==> src/rtl/alu_pkg.sv <==
// alu_pkg: shared op encodings, FSM states and helpers
// for the multi-cycle logic/shift unit.
package alu_pkg;

  localparam logic [3:0] OP_NOR  = 4'b0000;
  localparam logic [3:0] OP_XOR  = 4'b0011;
  localparam logic [3:0] OP_AND  = 4'b0100;
  localparam logic [3:0] OP_A    = 4'b0101;
  localparam logic [3:0] OP_ZERO = 4'b0110;
  localparam logic [3:0] OP_OR   = 4'b0111;
  localparam logic [3:0] OP_SLL  = 4'b1000;
  localparam logic [3:0] OP_SRL  = 4'b1001;
  localparam logic [3:0] OP_SRA  = 4'b1011;

  typedef enum logic [1:0] {
    ST_IDLE  = 2'd0,
    ST_SHIFT = 2'd1,
    ST_DONE  = 2'd2
  } state_t;

  function automatic int clog2(input int v);
    int r;
    r = 0;
    while ((1 << r) < v) r++;
    return r;
  endfunction

endpackage

==> src/rtl/alu_logic_core.sv <==
// alu_logic_core: combinational 3-bit logic-code table.
// op[2]=0 selects XOR/NOR by op[0] alone.
module alu_logic_core #(
  parameter int WIDTH = 32
) (
  input  logic [2:0]       i_code,
  input  logic [WIDTH-1:0] i_a,
  input  logic [WIDTH-1:0] i_b,
  output logic [WIDTH-1:0] o_y
);

  always_comb begin
    o_y = '0;
    if (!i_code[2]) begin
      o_y = i_code[0] ? (i_a ^ i_b) : ~(i_a | i_b);
    end else begin
      unique case (i_code[1:0])
        2'b00: o_y = i_a & i_b;
        2'b01: o_y = i_a;
        2'b10: o_y = '0;
        2'b11: o_y = i_a | i_b;
      endcase
    end
  end

endmodule

==> src/rtl/alu_logic_shift_mc.sv <==
// alu_logic_shift_mc: multi-cycle logic/shift unit for the EX stage.
// The iterative shifter moves the accumulator at most STEP bits per cycle.
module alu_logic_shift_mc
  import alu_pkg::*;
#(
  parameter int WIDTH = 32,
  parameter int STEP  = 1,
  localparam int SHW  = clog2(WIDTH)
) (
  input  logic             clk,
  input  logic             reset,
  input  logic             in_valid,
  output logic             in_ready,
  input  logic [3:0]       op,
  input  logic [WIDTH-1:0] a,
  input  logic [WIDTH-1:0] b,
  input  logic [SHW-1:0]   shamt,
  output logic             out_valid,
  input  logic             out_ready,
  output logic [WIDTH-1:0] result,
  output logic             zero,
  output logic             busy
);

  localparam logic [SHW-1:0] STEP_M1 = SHW'(STEP - 1);

  state_t           r_state;
  state_t           w_nstate;
  logic [WIDTH-1:0] r_acc;
  logic [WIDTH-1:0] r_result;
  logic [WIDTH-1:0] w_logic;
  logic [WIDTH-1:0] w_shifted;
  logic [WIDTH-1:0] w_res_d;
  logic [SHW-1:0]   r_rem;
  logic [SHW-1:0]   w_k;
  logic [SHW-1:0]   w_rem_next;
  logic [1:0]       r_kind;
  logic             r_zero;
  logic             w_accept;
  logic             w_direct;
  logic             w_last;
  logic             w_res_load;

  alu_logic_core #(
    .WIDTH(WIDTH)
  ) u_core (
    .i_code(op[2:0]),
    .i_a   (a),
    .i_b   (b),
    .o_y   (w_logic)
  );

  assign w_accept   = in_valid & in_ready;
  assign w_direct   = ~op[3] | (shamt == '0);
  assign w_k        = (r_rem > STEP_M1) ? STEP_M1 + SHW'(1) : r_rem;
  assign w_rem_next = r_rem - w_k;
  assign w_last     = (w_rem_next == '0);

  // Mux of constant shifts; k never exceeds STEP.
  always_comb begin
    w_shifted = r_acc;
    for (int j = 1; j <= STEP; j++) begin
      if (int'(w_k) == j) begin
        if (r_kind == 2'b11)
          w_shifted = $unsigned($signed(r_acc) >>> j);
        else if (r_kind == 2'b00)
          w_shifted = r_acc << j;
        else
          w_shifted = r_acc >> j;
      end
    end
  end

  always_ff @(posedge clk) begin
    if (reset) r_state <= ST_IDLE;
    else       r_state <= w_nstate;
  end

  always_comb begin
    w_nstate = r_state;
    unique case (r_state)
      ST_IDLE: begin
        if (w_accept) w_nstate = w_direct ? ST_DONE : ST_SHIFT;
      end
      ST_SHIFT: begin
        if (w_last) w_nstate = ST_DONE;
      end
      ST_DONE: begin
        if (w_accept)       w_nstate = w_direct ? ST_DONE : ST_SHIFT;
        else if (out_ready) w_nstate = ST_IDLE;
      end
      default: w_nstate = ST_IDLE;
    endcase
  end

  always_comb begin
    in_ready  = 1'b0;
    out_valid = 1'b0;
    busy      = 1'b0;
    unique case (r_state)
      ST_IDLE:  in_ready = 1'b1;
      ST_SHIFT: busy = 1'b1;
      ST_DONE: begin
        out_valid = 1'b1;
        in_ready  = out_ready;
      end
      default: ;
    endcase
  end

  always_comb begin
    w_res_load = 1'b0;
    w_res_d    = w_shifted;
    if (w_accept) begin
      w_res_load = w_direct;
      w_res_d    = op[3] ? a : w_logic;
    end else if (r_state == ST_SHIFT) begin
      w_res_load = w_last;
    end
  end

  always_ff @(posedge clk) begin
    if (reset) begin
      r_acc    <= '0;
      r_rem    <= '0;
      r_kind   <= '0;
      r_result <= '0;
      r_zero   <= 1'b1;
    end else begin
      if (w_accept && !w_direct) begin
        r_acc  <= a;
        r_rem  <= shamt;
        r_kind <= op[1:0];
      end else if (r_state == ST_SHIFT) begin
        r_acc <= w_shifted;
        r_rem <= w_rem_next;
      end
      if (w_res_load) begin
        r_result <= w_res_d;
        r_zero   <= (w_res_d == '0);
      end
    end
  end

  assign result = r_result;
  assign zero   = r_zero;

endmodule
==> config.mk <==
export PLATFORM = sky130hd
export DESIGN_NAME = alu_logic_shift_mc
export DESIGN_NICKNAME = d
export VERILOG_FILES = /design/src/rtl/alu_pkg.sv /design/src/rtl/alu_logic_core.sv /design/src/rtl/alu_logic_shift_mc.sv
export SDC_FILE = /design/constraint.sdc
export NUM_CORES = 1
export LEC_CHECK = 0
export CORE_ASPECT_RATIO = 1.1
export CORE_UTILIZATION = 46
export CTS_CLUSTER_SIZE = 30
export DETAILED_ROUTE_END_ITERATION = 16
export GPL_TIMING_DRIVEN = 0
export PLACE_DENSITY = 0.71
export SLEW_MARGIN = 15
export SYNTH_ARGS = -nofsm -noshare
export SYNTH_HDL_FRONTEND = slang
export SYNTH_SLANG_ARGS = --single-unit
==> constraint.sdc <==
create_clock -name clk -period 7.5 [get_ports clk]
set_clock_uncertainty 0.15 [all_clocks]
set_input_delay 1.125 -clock clk [delete_from_list [all_inputs] [get_ports clk]]
set_output_delay 1.125 -clock clk [all_outputs]
set_load 0.1 [all_outputs]
==> summary.md <==
| Metric | Value |
|---|---|
| ANT nets after route | 0 |
| Cell taking the most area after synthesis | dfxtp_1 |
| R2r startpoint | r_state[1] |
| CTS Buf Count | 9 |
| Synthesized flop and latch total | 74 |
| Placed Area | 7782 sq um |
| Gr usage total | 0.3448 |
| Syn nets | 1002 |
| Cell count after synthesis | 860 |
| I/O pin cnt | 113 |
| Top cells by area, synth | dfxtp_1 (23%), ha_1 (13%), mux2i_1 (6.7%) |
| Postcts setup bufs | 0 |
| Setup crit end | result[20] |
| Top cell type's share of synthesized area | 0.2298 |
| Antenna cell count | 0 |
| Post-cts hold buffer count | 0 |
| Leak Pwr | 0.003394 uW |
| Synthesized area per cell | 7.496 sq um |
| Worst setup SP type | input port |
| Vias per inst | 6.137 |
| Setup TNS Final | 0 ns |
| Max VDD drop | 0.1477 mV |
| Max-cap violation count | 0 |
| Via count | 7205 |
| H-tree Lvls | 3 |
| Synth async-reset ratio | 0 |
| CP max FO | 10 |
| Die area | 14490 sq um |
| Min cycle time layout | 4.435 ns |
| Worst-margin pin slew | 1.037 ns |
| Root Buffer Master | clkbuf_16 |
| CTS resizes | 0 |
| CTS max path bufs | 2 |
| Starting Density | 0.4692 |
| Crit end category | flip-flop |
| Placed insts | 1158 |
| Critical path startpoint | op[3] |
| Fin crit share | 0.5913 |
| Largest net degree at the start of global routing | 13 |
| Total Routed Length | 24.38 mm |
| Endpoints failing setup | 0 |
| Worst R2R Setup Slack | 4.02 ns |
| Detail-routed net length per standard cell | 20.76 microns |
| Hold Path Class | flip-flop to flip-flop |
| Post-layout util | 0.5905 |
| Area grow syn2layout | 25.85% |
| RSZ-0062 raised after global routing | no |
| Fmax | 225.5 MHz |
| Core Box Area | 13740 sq um |
| Arrival @ worst endpoint | 4.56 ns |
| Post-synth EDFFs | 0 |
| # fillers | 1365 |
| Clock insertion delay at the later pin of the skew report | 0.34 ns |
| CTS tree | yes |
| Number of global-route vias before repair | 6669 |
| Final slew viol count | 0 |
| Final number of hold-violating endpoints | 0 |
| IO Port Bufs | 110 |
| CP required | 7.62 ns |
| # rows | 45 |
| Initial antenna violation count | 0 |
| # DRC | 0 |
| Share of layout cells above drive strength 1 | 0.05375 |
| Layout Cells excl Fill | 1174 |
| Pwr/cell area | 195.6 nW/um^2 |
| Seq/Total Area, Yosys | 0.2298 |
| CTS sink count | 74 |
| Reg clk slew, reported paths | 0.06 ns |
| Cell Area, Synth | 6446 sq um |
| Reg-to-reg endpoint | result[25] |
| Worst slew margin | 0.3070 |
| Die height | 126.2 microns |
| First-pass GRT wire length | 38.02 mm |
| DPL Wire Length | 18.94 mm |
| Synth Flop Type | dfxtp_1 |
| Outcome | finished, final reports clean |
| Final nets | 1123 |
| Drt first-iter violations | 983 |
| Crit Path Class | input port to flip-flop |
| Die Width | 114.9 microns |
| DRT Pass-1 Iters | 6 |
| Worst R2R Path Depth | 9 |
| GRT overflow | 0 |
| Synth unique cells | 61 |
| Routability congestion estimate | 0.9772 |
| Yosys warns | 0 |
| Design area | 8113 sq um |
==> through the flow <==
stage,setup slack (ns),hold slack (ns),power (uW)
finish,3.065,0.2987,1587
global placement,2.890,0.2891,1095
CTS,3.187,0.3022,1575
global route,2.824,0.3311,1650
detailed placement,2.878,0.2943,1101
floorplan,3.800,0.2948,882.3
==> cell usage in the layout, fill, tap and decap left out, types with 13 or more instances in the layout <==
cell,n
o211ai_1,21
dfxtp_1,74
buf_2,18
a21oi_1,83
nor2_1,65
clkdlybuf4s50_1,110
nand2_1,77
mux2i_1,43
inv_1,84
clkbuf_1,47
ha_1,65
a221o_1,13
a22oi_1,30
o21ai_0,37
a221oi_1,20
nand3_1,29
o221ai_1,15
==> how the worst min path moves through the flow <==
stage / startpoint / end / slack [ns] / cells past startpoint
global placement: result[17] / result[17] / 0.29 / 2
CTS: result[17] / result[17] / 0.30 / 2
global route: result[17] / result[17] / 0.33 / 2
floorplan: r_acc[0] / r_acc[0] / 0.29 / 2
detailed placement: result[17] / result[17] / 0.29 / 2
finish: result[17] / result[17] / 0.30 / 2
==> state kept, by name (all words and copies together), names as in the netlist <==
name,flops
result,32
zero,1
r_kind,2
r_acc,32
r_rem,5
r_state,2
==> cell type report <==
type / instances / area (sq um) / area share
flip-flops and latches: 74 / 1481 / 0.1826
clock buffers: 12 / 256.5 / 0.03162
clock inverters: 4 / 73.82 / 0.009099
plain buffers: 76 / 337.8 / 0.04164
well taps: 188 / 235.2 / 0.02899
inverters: 85 / 319.1 / 0.03933
repair buffers: 110 / 1101 / 0.1357
multi-input cells: 625 / 4308 / 0.5310
==> worst max-delay path: stages <==
cell and delay [ns]:
clkdlybuf4s50_1 0.47, clkbuf_1 0.39, buf_2 0.34, buf_1 0.58, o21ai_0 0.29, nand2_1 0.15
o21a_1 0.22, clkbuf_1 0.35, buf_1 0.40, a21oi_1 0.14, nor2_1 0.09
==> metal layers <==
| layer | GRT usage | up-vias | share of wire |
|---|---|---|---|
| met5 | 0 | - | 0 |
| met4 | 0.1917 | 0 | 0.060 |
| met3 | 0.04957 | 78 | 0.096 |
| met2 | 0.5291 | 460 | 0.44 |
| met1 | 0.4611 | 3297 | 0.41 |
| li1 | - | 3370 | - |
==> power by group <==
part	switching [uW]	internal, uW	total, uW
clock	168	309	477
combinational	450	208	658
sequential	27.3	425	452
==> cells by family (layout without fill, tap and decap cells) <==
family | Yosys count | count (layout) | share of synthesized area
AO/OA/AOI/OAI | 292 | 292 | 0.3061
multiplexers | 47 | 47 | 0.07550
adder cells (fa/ha/maj) | 65 | 65 | 0.1262
AND/OR/NAND/NOR | 221 | 221 | 0.1605
flip-flops | 74 | 74 | 0.2298
buffers and inverters | 161 | 287 | 0.1019
==> synthesized netlist by cell type (all sizes together), types with 5 or more instances <==
cell type,instances
nor2,66
a221o,13
dfxtp,74
clkbuf,46
ha,65
a21o,5
o22ai,8
a211oi,11
a21oi,83
o211ai,22
a311oi,10
buf,30
nor2b,10
a22oi,30
nand2,77
mux2i,43
nor3,9
o21ai,49
or2,5
o221ai,15
nand3,29
a221oi,20
inv,85
No activity file was read; power rests on OpenSTA's default activity.
